`src/rtl/mem_port_arbiter.sv`:
```
// Arbitrates one fixed-latency RAM between instruction fetch and load/store traffic.
// MEM wins over IF; a taken branch kills the fetch that is in flight or about to complete.
module mem_port_arbiter #(
  parameter int ACCESS_CYCLES = 2,
  parameter int CNT_W         = 4
) (
  input  logic        i_clk,
  input  logic        i_rst,
  input  logic        i_if_req,
  input  logic [31:0] i_if_addr,
  input  logic        i_branch_taken,
  input  logic        i_mem_rd_req,
  input  logic        i_mem_wr_req,
  input  logic [31:0] i_mem_addr,
  input  logic [31:0] i_mem_wdata,
  output logic [31:0] o_if_instr,
  output logic        o_if_valid,
  output logic [31:0] o_mem_rdata,
  output logic        o_mem_done,
  output logic        o_freeze,
  output logic        o_ram_en,
  output logic        o_ram_we,
  output logic [31:0] o_ram_addr,
  output logic [31:0] o_ram_wdata,
  input  logic [31:0] i_ram_rdata
);

  typedef enum logic [1:0] {
    S_IDLE,
    S_FETCH,
    S_DATA,
    S_DONE
  } state_t;

  localparam logic [CNT_W-1:0] LP_CNT_INIT = CNT_W'(ACCESS_CYCLES - 1);

  state_t            r_state;
  state_t            w_state_next;
  logic [CNT_W-1:0]  r_cnt;
  logic              r_kill;
  logic              r_we;
  logic              r_is_fetch;
  logic [31:0]       r_addr;
  logic [31:0]       r_wdata;
  logic [31:0]       r_instr;
  logic [31:0]       r_rdata;
  logic              w_mem_req;

  assign w_mem_req = i_mem_rd_req | i_mem_wr_req;

  always_comb begin
    w_state_next = r_state;
    o_ram_en     = 1'b0;
    o_ram_we     = 1'b0;
    o_if_valid   = 1'b0;
    o_mem_done   = 1'b0;
    case (r_state)
      S_IDLE: begin
        if (w_mem_req)
          w_state_next = S_DATA;
        else if (i_if_req && !i_branch_taken)
          w_state_next = S_FETCH;
      end
      S_FETCH: begin
        o_ram_en = 1'b1;
        if (r_cnt == '0)
          w_state_next = S_DONE;
      end
      S_DATA: begin
        o_ram_en = 1'b1;
        o_ram_we = r_we;
        if (r_cnt == '0)
          w_state_next = S_DONE;
      end
      S_DONE: begin
        // A branch arriving in the completion cycle still squashes the fetch.
        o_if_valid   = r_is_fetch & ~r_kill & ~i_branch_taken;
        o_mem_done   = ~r_is_fetch;
        w_state_next = S_IDLE;
      end
      default: w_state_next = S_IDLE;
    endcase
    o_freeze = (i_if_req & ~o_if_valid) | (w_mem_req & ~o_mem_done);
  end

  always_ff @(posedge i_clk or posedge i_rst) begin
    if (i_rst) begin
      r_state    <= S_IDLE;
      r_cnt      <= '0;
      r_kill     <= 1'b0;
      r_we       <= 1'b0;
      r_is_fetch <= 1'b0;
      r_addr     <= '0;
      r_wdata    <= '0;
      r_instr    <= '0;
      r_rdata    <= '0;
    end else begin
      r_state <= w_state_next;
      case (r_state)
        S_IDLE: begin
          if (w_state_next != S_IDLE) begin
            r_addr     <= w_mem_req ? i_mem_addr : i_if_addr;
            r_wdata    <= i_mem_wdata;
            r_we       <= i_mem_wr_req;
            r_is_fetch <= ~w_mem_req;
            r_cnt      <= LP_CNT_INIT;
            r_kill     <= 1'b0;
          end
        end
        S_FETCH, S_DATA: begin
          // The RAM access always runs to completion; a kill only hides the result.
          if (r_state == S_FETCH && i_branch_taken)
            r_kill <= 1'b1;
          if (r_cnt == '0) begin
            if (r_is_fetch)
              r_instr <= i_ram_rdata;
            else if (!r_we)
              r_rdata <= i_ram_rdata;
          end else begin
            r_cnt <= r_cnt - CNT_W'(1);
          end
        end
        S_DONE: r_kill <= 1'b0;
        default: r_kill <= 1'b0;
      endcase
    end
  end

  assign o_ram_addr  = r_addr;
  assign o_ram_wdata = r_wdata;
  assign o_if_instr  = r_instr;
  assign o_mem_rdata = r_rdata;

endmodule

```
`config.mk`:
```
export PLATFORM = sky130hd
export DESIGN_NAME = mem_port_arbiter
export DESIGN_NICKNAME = d
export VERILOG_FILES = /design/src/rtl/mem_port_arbiter.sv
export SDC_FILE = /design/constraint.sdc
export NUM_CORES = 1
export LEC_CHECK = 0
export ABC_AREA = 1
export CELL_PAD_IN_SITES_DETAIL_PLACEMENT = 1
export CELL_PAD_IN_SITES_GLOBAL_PLACEMENT = 1
export CORE_ASPECT_RATIO = 1.5
export CORE_MARGIN = 3
export CORE_UTILIZATION = 30
export CTS_CLUSTER_DIAMETER = 40
export DETAILED_ROUTE_END_ITERATION = 6
export PLACE_DENSITY = 0.9
export SETUP_SLACK_MARGIN = 0.2
export SYNTH_ARGS = -nofsm -noshare
export SYNTH_HDL_FRONTEND = slang
export SYNTH_SLANG_ARGS = --single-unit
export TNS_END_PERCENT = 100
```
`constraint.sdc`:
```
create_clock -name i_clk -period 6.1 [get_ports i_clk]
set_clock_uncertainty 0.2 [all_clocks]
set_input_delay 1.22 -clock i_clk [delete_from_list [all_inputs] [get_ports i_clk]]
set_output_delay 1.22 -clock i_clk [all_outputs]
set_load 0.1 [all_outputs]
```
# Yosys cells after proc, flatten, opt, wreduce, memory -nomap -nowiden
# Cells that the tools add are included.
# Widths: inputs -> output; s select.
[word_totals]
register_bits = 137
word_cells = 57
output_inout_bits = 133
in_bits = 134
[classes]
mux = 15
eq_ne = 6
addsub = 1
n_reduce_logical = 13
bitwise = 13
[op_table]
columns = ["cell", "n"]
rows = [
  ["$mux 32", 1],
  ["$mux 4", 2],
  ["$pmux 4 s2", 1],
  ["$not 1->1", 7],
  ["$mux 1", 6],
  ["$mux 2", 3],
  ["$pmux 2 s3", 1],
  ["$reduce_and 3->1", 2],
  ["$and 1x1->1", 4],
  ["$eq 2x2->1 const B", 2],
  ["$logic_not 4->1", 1],
  ["$ne 2x2->1 const B", 2],
  ["$reduce_and 2->1", 2],
  ["$reduce_and 4->1", 1],
  ["$reduce_bool 2->1", 2],
  ["$sub 4x1->4 const B", 1],
  ["$pmux 1 s3", 1],
  ["$eq 2x1->1 const B", 1],
  ["$logic_and 1x1->1", 2],
  ["$logic_not 2->1", 1],
  ["$ne 2x1->1 const B", 1],
  ["$or 1x1->1", 2],
  ["$reduce_or 2->1", 1],
  ["$logic_not 1->1", 1],
]

# Logic depth before layout (Yosys ltp)
[depth]
depth_word = 8
mapped_depth = 11
depth_no_buf = 11

# Worst setup path before layout
# No wires, ideal clock.
[synth_timing]
path_type = "in2out"
start = "input port i_branch_taken"
end = "output port o_freeze"
path_stages = 2
n_path_buf = 0
t_required_ps = 4680
t_arrival_ps = 6303
slack_ps = -1623
cell_sequence = "nor4_1 o22ai_1"
[synth_between]
elab_chain_len = 6
[synth_lines]
columns = ["item", "line", "source"]
rows = [
  ["start, declared", "11", "input logic i_branch_taken,"],
  ["$not 1->1", "77", "o_if_valid = r_is_fetch & ~r_kill & ~i_branch_taken;"],
  ["$and 1x1->1", "77", ""],
  ["$mux 1", "57", "case (r_state)"],
  ["$not 1->1", "83", "o_freeze = (i_if_req & ~o_if_valid) | (w_mem_req & ~o_mem_done);"],
  ["$and 1x1->1", "83", ""],
  ["$or 1x1->1", "83", ""],
  ["end, declared", "20", "output logic o_freeze,"],
]
# Every way passes these cells.

# Worst setup path after layout
[layout_timing]
start = "input port i_branch_taken"
end = "output port o_if_valid"
[layout_between]
elab_chain_len = 3
[layout_lines]
columns = ["item", "line", "source"]
rows = [
  ["$not 1->1", "77", ""],
  ["$and 1x1->1", "77", ""],
  ["$mux 1", "57", ""],
  ["end, declared", "17", "output logic o_if_valid,"],
]
# Every way passes these cells.

==> out/results.tsv <==
metric	value	unit
max_freq	0.213	GHz
die_area	0.0207	sq mm
grt_max_degree	109	
critPathMaxFanout	3	
drt_iter0_markers	215	
start_util	30.6	%
regArea	0.00343	sq mm
dieWidth	119	um
wl_per_cell	17.0	um
layout-drive-gt1-share	5.72	%
cts_buffer_depth	2	
status	finished, final reports clean	
fin_crit_sh	77.1	%
antenna_left	0	
hp-class	flip-flop to flip-flop	
nFillCells	2124	
postCtsHoldBufs	0	
yosysUniqueCellTypes	22	
gp_congestion	0.759	
setup_tns	0	ns
core-area	0.0186	sq mm
drv_slew	0	
synth_ff_type	dfrtp_1	
postCtsSetupBuffers	0	
hold_viol_final	0	
relSlewSlack	29.6	%
vias	5099	
ff2ff_path_depth	10	
antenna_found_initial	1	
drc_errors	0	
clk_latency	0.42	ns
dr.pass1.iters	4	
path_clk_slew	0.06	ns
multi_input_area	0.00182	sq mm
via_per_inst	4.52	
hold_depth	2	
rsz0062_at_grt	no	
yosysMostFrequentCell	nand2_1	
cts_resized	0	
setup_viol	0	
cp-start-kind	input port	
port-buffer-count	266	
grt_remaining_overflow	0	
syn_inst	599	
num_io_pins	267	
max_cap_viol_count	0	
fin_util	49.2	%
hold_start	r_cnt[1]	
nNetsFinal	1002	
syn2layout_area_growth	60.8	%
synth_nets	740	
synth_top_area_share	60.1	%
avgSynthCellArea	9.52	sq um
timing.rr.end	o_ram_wdata[8]	
cts_tree	built	
yosys.area.top_type	dfrtp_1	
path_class	input port to primary output	
syn_area	0.00570	sq mm
synth.top_cells.by_area	dfrtp_1 60%, o21ai_1 11%, nand2_1 11%	
routed_wirelength	19100	um
fp-row-count	61	
min_period	4.70	ns
synth_common_cells	162 x nand2_1, 137 x dfrtp_1, 130 x o21ai_1	
cp-end-kind	primary output	
ys_ff_latch	137	
arrival	3.28	ns
clock-root-buffer	clkbuf_16	
seq_area_frac_synth	60.1	%
tightest_slew	1.05	ns
cts.sinks	137	
synth-async-reset-ratio	100	%
grt_pass1_vias	5670	
worstHoldEndpoint	r_cnt[1]	
synth_warnings	0	
htreeDepth	4	
synth_edf_count	0	
cts-buffers-inserted	17	
hpwl	14000	um
cp.required	4.68	ns
die_h	175	um
track_usage	18.6	%
regToRegStartpoint	r_state[1]	
r2r_setup_slack	3.25	ns
grt_first_pass_wirelength	30200	um
## routing by layer
| layer | routed length [um] | GRT usage, % | vias to the layer above |
|---|---|---|---|
| li1 | - | - | 2439 |
| met1 | 6960 | 19.3 | 2454 |
| met2 | 10400 | 34.5 | 169 |
| met3 | 1100 | 5.51 | 37 |
| met4 | 657 | 7.68 | 0 |
| met5 | 0 | 0 | - |
## cell type report
cell class,count,area share [%]
diodes,1,0.0273
multi-input cells,355,19.8
clock buffers,19,4.83
clock inverters,13,1.73
inverters,78,3.25
repair buffers,272,29.5
well taps,252,3.44
flip-flops and latches,137,37.4
## kinds of logic (layout without fill, tap and decap cells)
| family | count (synthesis) | in the layout | share of synthesized area, % |
|---|---|---|---|
| AND/OR/NAND/NOR | 182 | 182 | 12.5 |
| flip-flops | 137 | 137 | 60.1 |
| adder cells (fa/ha/maj) | 7 | 7 | 1.54 |
| AO/OA/AOI/OAI | 133 | 133 | 11.8 |
| other | 0 | 1 | 0 |
| XOR/XNOR | 1 | 1 | 0.154 |
| multiplexers | 32 | 32 | 5.62 |
| buffers and inverters | 107 | 382 | 8.36 |
## layout by cell type (no fill, tap or decap), drive strengths merged, types with 7 or more instances in the layout
cell type and instances:
buf 7, inv 85, nand3 8, ha 7
clkdlybuf4s50 265, mux2i 32, dfrtp 137, nor2 9
o21ai 131, nand2 162, clkbuf 19
## stage by stage
step | instance area [sq um] | instances | hold slack [ns] | worst slack, ns
after global routing | 9170 | 1127 | 0.318 | 1.33
final | 9170 | 1127 | 0.274 | 1.40
after CTS | 9170 | 1126 | 0.283 | 1.38
after detailed placement | 8570 | 1094 | 0.268 | 1.38
after floorplan | 5710 | 599 | 0.242 | 0.254
after global placement | 8570 | 1094 | 0.256 | 1.45
## flip-flops by register name, summed over array words and instances (netlist names)
name,count
r_cnt,4
r_kill,1
r_we,1
r_state,2
r_is_fetch,1
o_ram_addr,32
o_mem_rdata,32
o_if_instr,32
o_ram_wdata,32
## worst max-delay path, stage by stage
cell             delay, ns
clkdlybuf4s50_1       0.49
nor4_2                0.36
clkdlybuf4s50_1       1.22
## worst max-delay path by stage
stage	depth (start not counted)	endpoint	slack [ns]	start
floorplan	2	o_freeze	0.25	i_branch_taken
CTS	3	o_if_valid	1.38	i_branch_taken
global route	3	o_if_valid	1.33	i_branch_taken
finish	3	o_if_valid	1.40	i_branch_taken
detailed placement	3	o_if_valid	1.38	i_branch_taken
global placement	3	o_if_valid	1.45	i_branch_taken
Power is left out: the tool's default activity adds up to more than one toggle a clock period on the data nets, which glitch-free logic cannot reach.
